File: config.mk
export PLATFORM = sky130hd
export DESIGN_NAME = cpu_clk_ctrl
export DESIGN_NICKNAME = d
export VERILOG_FILES = /design/src/rtl/cpu_clk_pkg.sv /design/src/rtl/btn_debounce.sv /design/src/rtl/cpu_clk_ctrl.sv
export SDC_FILE = /design/constraint.sdc
export NUM_CORES = 1
export LEC_CHECK = 0
export BUFFER_PORTS_ARGS = -buffer_cell sky130_fd_sc_hd__clkbuf_2
export CORE_MARGIN = 1
export CORE_UTILIZATION = 25
export DETAILED_ROUTE_END_ITERATION = 6
export PLACE_DENSITY = 0.49
export REMOVE_ABC_BUFFERS = 1
export SKIP_CTS_REPAIR_TIMING = 1
export SYNTH_ARGS = -nofsm -noshare
export SYNTH_HDL_FRONTEND = slang
export SYNTH_SLANG_ARGS = --single-unit
File: constraint.sdc
create_clock -name clock_in -period 4.9 [get_ports clock_in]
set_input_delay 0.98 -clock clock_in [delete_from_list [all_inputs] [get_ports clock_in]]
set_output_delay 0.98 -clock clock_in [all_outputs]
set_load 0.03 [all_outputs]
File: src/rtl/cpu_clk_pkg.sv
// Shared definitions for the CPU clock-enable controller.
package cpu_clk_pkg;

  typedef enum logic [1:0] {
    PAUSE = 2'd0,
    RUN   = 2'd1,
    STEP  = 2'd2,
    HALT  = 2'd3
  } state_e;

  localparam int DEBOUNCE_CYCLES_DEF = 1000000;

endpackage

File: src/rtl/btn_debounce.sv
// Push-button synchronizer and debouncer; emits a one-cycle pulse on an accepted press.
module btn_debounce
  import cpu_clk_pkg::*;
#(
  parameter int DEBOUNCE_CYCLES = DEBOUNCE_CYCLES_DEF
) (
  input  logic clock_in,
  input  logic reset_n,
  input  logic btn,
  output logic press
);

  localparam int DB_W = (DEBOUNCE_CYCLES > 1) ? $clog2(DEBOUNCE_CYCLES) : 1;
  localparam logic [DB_W-1:0] DB_LAST = DB_W'(DEBOUNCE_CYCLES - 1);

  logic            sync1;
  logic            sync2;
  logic            stable;
  logic [DB_W-1:0] cnt;

  always_ff @(posedge clock_in or negedge reset_n) begin
    if (!reset_n) begin
      sync1  <= 1'b0;
      sync2  <= 1'b0;
      stable <= 1'b0;
      cnt    <= '0;
      press  <= 1'b0;
    end else begin
      sync1 <= btn;
      sync2 <= sync1;
      press <= 1'b0;
      if (sync2 == stable) begin
        cnt <= '0;
      end else if (cnt == DB_LAST) begin
        // a release is accepted the same way but never pulses
        stable <= sync2;
        cnt    <= '0;
        press  <= sync2;
      end else begin
        cnt <= cnt + 1'b1;
      end
    end
  end

endmodule

File: src/rtl/cpu_clk_ctrl.sv
// Turns the divided tick into a single-cycle core enable with run/step/pause/halt control.
// state | meaning: PAUSE no enables | RUN one enable per tick | STEP one enable then PAUSE | HALT core halted
module cpu_clk_ctrl
  import cpu_clk_pkg::*;
#(
  parameter int DEBOUNCE_CYCLES = DEBOUNCE_CYCLES_DEF,
  parameter int CNT_W           = 32
) (
  input  logic             clock_in,
  input  logic             reset_n,
  input  logic             tick_in,
  input  logic             run_sw,
  input  logic             step_btn,
  input  logic             halt_in,
  output logic             cpu_ce,
  output logic [1:0]       state_out,
  output logic [CNT_W-1:0] ce_count
);

  logic   tick_s1, tick_s2, tick_s3, tick_rise;
  logic   run_s1, run_s2;
  logic   step_req;
  state_e state;

  // tick_rise is registered so it lands 3 cycles after tick_in rises
  always_ff @(posedge clock_in or negedge reset_n) begin
    if (!reset_n) begin
      tick_s1   <= 1'b0;
      tick_s2   <= 1'b0;
      tick_s3   <= 1'b0;
      tick_rise <= 1'b0;
      run_s1    <= 1'b0;
      run_s2    <= 1'b0;
    end else begin
      tick_s1   <= tick_in;
      tick_s2   <= tick_s1;
      tick_s3   <= tick_s2;
      tick_rise <= tick_s2 & ~tick_s3;
      run_s1    <= run_sw;
      run_s2    <= run_s1;
    end
  end

  btn_debounce #(
    .DEBOUNCE_CYCLES(DEBOUNCE_CYCLES)
  ) u_btn_debounce (
    .clock_in(clock_in),
    .reset_n (reset_n),
    .btn     (step_btn),
    .press   (step_req)
  );

  always_ff @(posedge clock_in or negedge reset_n) begin
    if (!reset_n) begin
      state    <= PAUSE;
      cpu_ce   <= 1'b0;
      ce_count <= '0;
    end else begin
      cpu_ce <= 1'b0;
      if (halt_in) begin
        state <= HALT;
      end else begin
        case (state)
          PAUSE: begin
            if (run_s2)        state <= RUN;
            else if (step_req) state <= STEP;
          end
          RUN: begin
            if (tick_rise) begin
              cpu_ce   <= 1'b1;
              ce_count <= ce_count + 1'b1;
            end
            if (!run_s2) state <= PAUSE;
          end
          STEP: begin
            if (tick_rise) begin
              cpu_ce   <= 1'b1;
              ce_count <= ce_count + 1'b1;
              state    <= PAUSE;
            end
          end
          HALT:    state <= PAUSE;
          default: state <= PAUSE;
        endcase
      end
    end
  end

  assign state_out = state;

endmodule

---- Yosys cells after proc, flatten, opt, wreduce, memory -nomap -nowiden ----
Cells that the tools add are included.
storage, ports and cells
  register bits ........................... 65
  output and inout bits ................... 35
  logic and storage cells ................. 46
cells by class
  add/sub/neg operators ................... 2
  equality and inequality tests ........... 8
  muxes and demuxes ....................... 13
  bitwise logic cells ..................... 4
  reduce and logical (&&, ||, !) cells .... 5
operator list
  operator                                                                 count
  20-bit 2-to-1 mux                                                        2
  32-bit by 1-bit adder with 32-bit output, second input constant          1
  20-bit by 1-bit adder with 20-bit output, second input constant          1
  20-bit == test, second input constant                                    1
  2-bit 2-to-1 mux                                                         5
  2-bit one-hot mux with 4 select lines                                    1
  3-bit inequality test, second input constant                             2
  3-bit AND reduction                                                      2
  1-bit 2-to-1 mux                                                         5
  2-bit == test, second input constant                                     2
  4-bit by 3-bit inequality test with 1-bit output, second input constant  1
  1-bit NOT                                                                3
  2-bit by 1-bit == test with 1-bit output, second input constant          1
  2-bit logical NOT                                                        1
  2-bit AND reduction                                                      1
  2-bit OR reduction                                                       1
  1-bit bitwise AND                                                        1
  1-bit == test                                                            1

---- Logic depth before layout (Yosys ltp) ----
Gate-level depths: netlist (run 1).
  word-level depth ........................ 4
  mapped depth ............................ 7
  mapped depth without buffers ............ 7

---- Modules after synthesis ----
Synthesis (run 1) repeated with hierarchy kept, for this count alone.
unflattened totals
  cell total of the unflattened synthesis .. 271
  area total of the unflattened synthesis .. 3134.3 um^2
by module, submodules not included
  module        instances  cells each  area an instance (um^2)
  cpu_clk_ctrl  1          161         1996.9
  btn_debounce  1          110         1137.3

---- Worst setup path after synthesis (run 1) ----
OpenSTA, ideal clock, no wires.
  kind .................................... input to register
  from .................................... input halt_in
  to ...................................... register ce_count[28]
  library setup time ...................... 0.081 ns
  data arrival time ....................... 2.051 ns
  data required time ...................... 4.819 ns
  setup slack ............................. 2.768 ns
  cell stages on the path ................. 4
  buffers on the path ..................... 0
  cell sequence ........................... nand3b_4 -> or3_4 -> nor4_1 -> xor2_1
between the ends
  cells in the longest elaborated chain, start to end .. 2
RTL lines
  item                                  RTL line            RTL
  from (decl)                           cpu_clk_ctrl.sv:14  input logic halt_in,
  1-bit NOT (no source line)            -
  3-bit AND reduction (no source line)  -
  to (signal assigned)                  cpu_clk_ctrl.sv:71  ce_count <= ce_count + 1'b1;
  to (signal assigned)                  cpu_clk_ctrl.sv:78  ce_count <= ce_count + 1'b1;
  to (decl)                             cpu_clk_ctrl.sv:17  output logic [CNT_W-1:0] ce_count
Every way passes these cells.
A chain may end at the register's enable or synchronous reset.

---- Worst setup path after layout (run 1) ----
  from .................................... register u_btn_debounce.cnt[0]
  to ...................................... register u_btn_debounce.cnt[3]
between the ends
  cells in the longest elaborated chain, start to end .. 3
  elaborated cells between the ends (all ways) .. 4
RTL lines
  item                                                                        RTL line                                RTL
  from (decl)                                                                 btn_debounce.sv:19                      logic [DB_W-1:0] cnt;
  from (signal assigned)                                                      btn_debounce.sv:40                      cnt <= cnt + 1'b1;
  20-bit by 1-bit adder with 20-bit output or 20-bit == test (tied branches)  btn_debounce.sv:40, btn_debounce.sv:34
  20-bit 2-to-1 mux (*)                                                       btn_debounce.sv:34                      end else if (cnt == DB_LAST) begin
  20-bit 2-to-1 mux (*)                                                       btn_debounce.sv:32                      if (sync2 == stable) begin
Mark *: on every way between the ends. The rest lies on a longest branch, timed or not.

==> out/summary.txt, run 1 <==
count of different cell masters after synthesis - 45
RSZ-0062 raised after global routing - no
max-cap viol count - 0
sw power - 354 uW
Design Power - 1.35 mW
fraction of layout instances using a drive strength above 1 - 0.226
Synthesis Warnings - 0
status - complete, but fails checks
DRT Pass-1 Iters - 7
# port buffers - 40
clk sink count - 65
CP arrival - 2.38 ns
die width - 112 um
crit path capture type - register
via count - 2172
Mapped Area - 0.00304 mm^2
sequential-to-total area share from yosys stat - 0.536
R2R Setup Slk - 2.69 ns
critical setup path kind - register to register
GRT Util Overall - 0.108
DP HPWL - 4.35 mm
switch share - 0.263
CORE AREA - 0.0116 mm^2
fin. max-slew vios - 0
setup violators final - 0
Synth Instances - 273
full die area - 0.0126 mm^2
final RePlAce weighted congestion - 0.709
final hold violations - 0
clk_skew - 0.00897 ns
crit path time final - 2.21 ns
Via density - 4.62
Pleak - 1.74 nW
H-tree Lvls - 3
top_reg_cell synth - dfrtp_1
failing checks - DRC
final WL - 6.10 mm
Comb pwr share - 0.080
Initial DRC Count - 113
crit-path max FO - 20
Power Dens Cells - 363 mW/mm^2
Setup TNS - 0 ns
largest net degree at the start of global routing - 43
Layout fillers - 1195
Worst-Margin Slew - 1.08 ns
GRT overflow - 0
relative slew slack - 0.280
path type of the worst min-delay path - register to register
part of the cycle the worst path needs - 0.450
root buffer cell - clkbuf_16
Pint - 992 uW
worst-case clock buffer depth - 2
sequential share of power - 0.439
Peak VDD IR - 0.165 mV
Synth Area per Inst - 11.1 um^2
number of synthesized flops with an enable pin - 0
CP max stage delay - 0.79 ns
Yosys reg bits - 65
Post-synth ARST share - 1.00
vias in the first global route - 2147
clk slew on worst S/H paths - 0.05 ns
latest clock arrival within the worst-skew pair - 0.33 ns
Ant. Diodes - 0
first-pass GRT wire length - 10.7 mm
DRC viols - 4
row cnt - 39
Antenna Violating Nets Remaining - 0
num ports - 41
Clock Power Share - 0.481
CTS tree - yes
initial antenna violation count - 0
startpoint types - register
nets - 333
Die Y - 112 um
crit path cell chain - ha_1, nand3_4, or2_2, o31ai_4, nor2_1
synthesis-to-layout area growth - 22.1%
wire per inst - 13.0 um
Max Clock Freq - 453 MHz
Worst path slowest cell - o31ai_4
Initial Utilization - 0.261
CP Data Required Time - 5.07 ns
CTS buffer count - 9
[per-stage QoR]
step	instance area, um^2	worst slack (ns)	util	instances	hold WS [ns]
finish	3700	2.69	0.319	470	0.346
floorplan	3010	2.77	-	270	0.331
CTS	3700	2.66	0.319	470	0.349
global route	3700	2.47	0.319	470	0.352
global placement	3400	2.43	0.293	454	0.333
detailed placement	3400	2.41	0.293	454	0.337
[kinds of logic after synthesis]
logic type | Yosys count | synth area share
AO/OA/AOI/OAI | 21 | 0.0474
XOR/XNOR | 43 | 0.124
adder cells (fa/ha/maj) | 5 | 0.0206
buffers and inverters | 14 | 0.0210
flip-flops | 65 | 0.536
multiplexers | 1 | 0.00371
AND/OR/NAND/NOR | 124 | 0.247
[layout make-up]
| type | instances | area, um^2 | area share |
|---|---|---|---|
| multi-input cells | 194 | 1350 | 0.363 |
| clock buffers | 9 | 225 | 0.0608 |
| inverters | 11 | 41.3 | 0.0111 |
| flip-flops and latches | 65 | 1630 | 0.439 |
| clock inverters | 7 | 80.1 | 0.0216 |
| well taps | 143 | 179 | 0.0483 |
| repair buffers | 41 | 208 | 0.0561 |
[sequential cells by signal, summed over array words and instances (netlist names)]
register               flops
u_btn_debounce.stable      1
state_out                  2
run_s2                     1
u_btn_debounce.press       1
tick_s1                    1
cpu_ce                     1
u_btn_debounce.cnt        20
tick_s3                    1
u_btn_debounce.sync2       1
tick_s2                    1
u_btn_debounce.sync1       1
ce_count                  32
run_s1                     1
tick_rise                  1
[worst max-delay path, delay by kind of cell (launching register included)]
family | cells | cell delay, ns
AOI/OAI and AO/OA | 1 | 0.79
and+or+nand+nor | 3 | 0.62
DFF | 1 | 0.39
adders and majority gates | 1 | 0.24
[routing by layer]
layer  global-route usage  share of wire  up-vias
li1                     -              -     1065
met1                0.147           0.49     1053
met2                0.159           0.46       44
met3               0.0346          0.039       10
met4               0.0373          0.012        0
met5                    0              0        -
[synth_stat cells, types with 2 or more instances]
cell type | instances | share of area
dfrtp_1 | 65 | 0.54
xnor2_1 | 22 | 0.063
xor2_1 | 21 | 0.061
nand2_1 | 20 | 0.025
nor2_1 | 19 | 0.023
nand3_1 | 17 | 0.028
nand4_1 | 11 | 0.023
inv_1 | 10 | 0.012
and3_1 | 9 | 0.019
nor4_1 | 9 | 0.019
nor3_1 | 7 | 0.012
a21oi_1 | 6 | 0.0099
o21ai_0 | 6 | 0.0099
and4_1 | 5 | 0.014
ha_1 | 5 | 0.021
buf_4 | 3 | 0.0074
o31ai_1 | 3 | 0.0074
or3_1 | 3 | 0.0062
or4_1 | 3 | 0.0074
a21o_1 | 2 | 0.0049
nor4b_1 | 2 | 0.0058
or2_2 | 2 | 0.0041
[power groups by stage]
stage	clock network [mW]	registers, mW	logic, mW
final	0.647	0.591	0.108
after detailed placement	0	0.600	0.110
after floorplan	0	0.626	0.0388
after CTS	0.669	0.591	0.111
after global routing	0.684	0.595	0.118
after global placement	0	0.600	0.107
[cell usage in the layout, fill, tap and decap left out, types with 2 or more instances in the layout]
master and count:
nor4b_1 2, a21o_1 2, nand4_1 11, or4_1 3, nor4_1 9, nor3_1 7, and4_1 5, nand3_1 17
clkinv_4 3, ha_1 5, o21ai_0 6, dfrtp_1 65, or2_2 2, nor2_1 19, clkbuf_2 40, nand2_1 20
xnor2_1 22, clkbuf_16 9, inv_1 10, a21oi_1 6, and3_1 9, xor2_1 21, or3_1 3, o31ai_1 3
[path summary, 6_finish.rpt]
path / cells past startpoint / to / startpoint
worst min-delay path: 0 / run_s2 / run_s1
max in group asynchronous: 2 / u_btn_debounce.cnt[1] / reset_n
worst max register to register: 5 / u_btn_debounce.cnt[3] / u_btn_debounce.cnt[0]
min in group asynchronous: 1 / ce_count[2] / reset_n
worst max-delay path: 5 / u_btn_debounce.cnt[3] / u_btn_debounce.cnt[0]
worst min register to register: 0 / run_s2 / run_s1
Power figures use the tool's default switching activity.
==> run 2: changes to the inputs <==
--- a/config.mk
+++ b/config.mk
@@ -5,11 +5,12 @@
 export SDC_FILE = /design/constraint.sdc
 export NUM_CORES = 1
 export LEC_CHECK = 0
+export ABC_AREA = 1
 export BUFFER_PORTS_ARGS = -buffer_cell sky130_fd_sc_hd__clkbuf_2
 export CORE_MARGIN = 1
 export CORE_UTILIZATION = 25
 export DETAILED_ROUTE_END_ITERATION = 6
-export PLACE_DENSITY = 0.49
+export PLACE_DENSITY = 0.5
 export REMOVE_ABC_BUFFERS = 1
 export SKIP_CTS_REPAIR_TIMING = 1
 export SYNTH_ARGS = -nofsm -noshare
==> constraint.sdc (replaced) <==
create_clock -name clock_in -period 1.87 [get_ports clock_in]
set_input_delay 0.374 -clock clock_in [delete_from_list [all_inputs] [get_ports clock_in]]
set_output_delay 0.374 -clock clock_in [all_outputs]
set_load 0.03 [all_outputs]
==> run 2 against run 1 <==
Against the previous run:
- the flow now finishes without violations
- critical path depth rose by 3
- clock skew fell by 0.0027 ns
- area after synthesis rose by 12%
- setup slack got worse by 2.5 ns
- global-route usage rose by 0.60 points
- via count rose by 28%
- wire length rose by 22%
- cell area rose by 14%
- die area rose by 11%
- critical path type unchanged
==> out/summary.txt, run 2 <==
largest net degree at the start of global routing - 43
first-pass GRT wire length - 12.7 mm
CTS buffer count - 9
Worst-Margin Slew - 0.432 ns
max-cap viol count - 0
count of different cell masters after synthesis - 31
startpoint types - register
final WL - 7.43 mm
Pleak - 1.99 nW
reg2reg path depth - 8
setup violators final - 0
latest clock arrival within the worst-skew pair - 0.33 ns
Yosys reg bits - 65
root buffer cell - clkbuf_16
Power Dens Cells - 856 mW/mm^2
Multi-input gate area - 0.00157 mm^2
part of the cycle the worst path needs - 0.919
r2r startpoint - state_out[1]
row cnt - 42
count leader, synth - nand2_1
initial antenna violation count - 0
# port buffers - 40
worst slack, placed - 0.108 ns
Mapped Area - 0.00338 mm^2
commonest cells after routing, fill and taps aside - 106 x nand2_1, 65 x dfrtp_1, 58 x nor2_1, 49 x inv_1, 39 x clkbuf_2
Die Y - 118 um
path type of the worst min-delay path - primary input to register
die width - 118 um
final hold violations - 0
crit-path max FO - 6
Initial DRC Count - 190
Ant. Diodes - 0
CTS tree - yes
num ports - 41
crit path time final - 1.72 ns
GRT Util Overall - 0.113
Synth Area per Inst - 8.28 um^2
relative slew slack - 0.712
crit path capture type - register
critical setup path kind - register to register
Via density - 4.27
Hold Slack - 0.152 ns
most area-consuming cells after synthesis - dfrtp_1 48%, nand2_1 12%, nor2_1 6.4%
full die area - 0.0140 mm^2
Synth Instances - 409
Setup TNS - 0 ns
RSZ-0062 raised after global routing - no
top_reg_cell synth - dfrtp_1
fraction of layout instances using a drive strength above 1 - 0.207
CP arrival - 1.93 ns
GRT overflow - 0
placed inst area - 0.00384 mm^2
final worst setup slack - 0.151 ns
wire per inst - 11.4 um
vias in the first global route - 2650
DRT Pass-1 Iters - 4
Largest Register - ce_count
worst-case clock buffer depth - 2
Post-synth top cells - 106 x nand2_1, 65 x dfrtp_1, 58 x nor2_1, 49 x inv_1, 36 x nand3_1
critical path endpoint - ce_count[19]
DRC viols - 0
sequential-to-total area share from yosys stat - 0.481
Antenna Violating Nets Remaining - 0
Peak VDD IR - 0.387 mV
clk_skew - 0.00630 ns
status - completed
CP Data Required Time - 2.09 ns
Post-synth ARST share - 1.00
nets - 479
fin. max-slew vios - 0
commonest non-fill, non-tap cell in the layout - nand2_1
clk slew on worst S/H paths - 0.05 ns
Design Area, Final - 0.00421 mm^2
area fraction of the dominant cell type after synthesis - 0.481
R2R Setup Slk - 0.15 ns
CORE AREA - 0.0132 mm^2
Synthesis Warnings - 0
max reg flops - 32
Max Clock Freq - 582 MHz
largest area contributor in the netlist - dfrtp_1
synthesis-to-layout area growth - 24.5%
Worst Setup SP - state_out[1]
DP HPWL - 5.62 mm
H-tree Lvls - 3
Reg area - 0.00163 mm^2
Design Power - 3.61 mW
clk sink count - 65
RR Endpoint - ce_count[19]
number of synthesized flops with an enable pin - 0
via count - 2771
Initial Utilization - 0.256
final RePlAce weighted congestion - 0.788
Layout fillers - 1431
[run 2: cell count changes after synthesis, sizes merged, moves of 4 or more]
cell,before,now
or3,4,0
nand2,20,111
xnor2,22,13
or4,4,0
nand3,19,41
nor4,10,1
inv,11,53
o31ai,4,0
nand4,13,7
and4,5,0
and3,10,0
nor2,19,71
[run 2: worst min path at each step]
stage	start	to	slack (ns)	depth (start not counted)
after CTS	reset_n	ce_count[5]	-0.1	1
after detailed placement	reset_n	ce_count[5]	0.25	1
after floorplan	reset_n	ce_count[0]	0.08	0
final	step_btn	u_btn_debounce.sync1	0.15	1
after global placement	reset_n	ce_count[5]	0.25	1
after global routing	tick_in	tick_s1	0.15	1
[run 2: routing by layer]
metal	part of all wire	GRT usage
met1	0.51	0.156
met2	0.43	0.166
met3	0.040	0.0256
met4	0.023	0.0577
met5	0	0
[run 2: area by class of cell]
type / count / area share
clock buffers: 15 / 0.0730
clock inverters: 1 / 0.00119
inverters: 53 / 0.0472
multi-input cells: 290 / 0.372
flip-flops and latches: 65 / 0.386
well taps: 176 / 0.0523
repair buffers: 49 / 0.0680
[run 2: worst max-delay path, stage by stage (launching register included)]
cell     delay [ns]
dfrtp_1        0.38
inv_1          0.09
ha_1           0.34
nand2_4        0.09
nor2_8         0.16
nand2_1        0.14
nor2_4         0.19
nand2_1        0.08
xor2_1         0.14
[run 2: power breakdown]
part / total (mW) / internal (mW) / switching [mW]
logic: 0.384 / 0.122 / 0.262
registers: 1.53 / 1.47 / 0.0629
clock network: 1.69 / 1.11 / 0.577
[run 2: cells by family after synthesis]
group,share of synthesized area
compound gates,0.0163
fa+ha+maj,0.0185
buf+inv,0.0625
flops,0.481
simple gates,0.335
xor+xnor,0.0869
[run 2: metrics by stage]
step                utilization  std cells
CTS                       0.314        644
global placement          0.290        628
floorplan                     -        407
detailed placement        0.290        628
global route              0.318        649
finish                    0.318        649
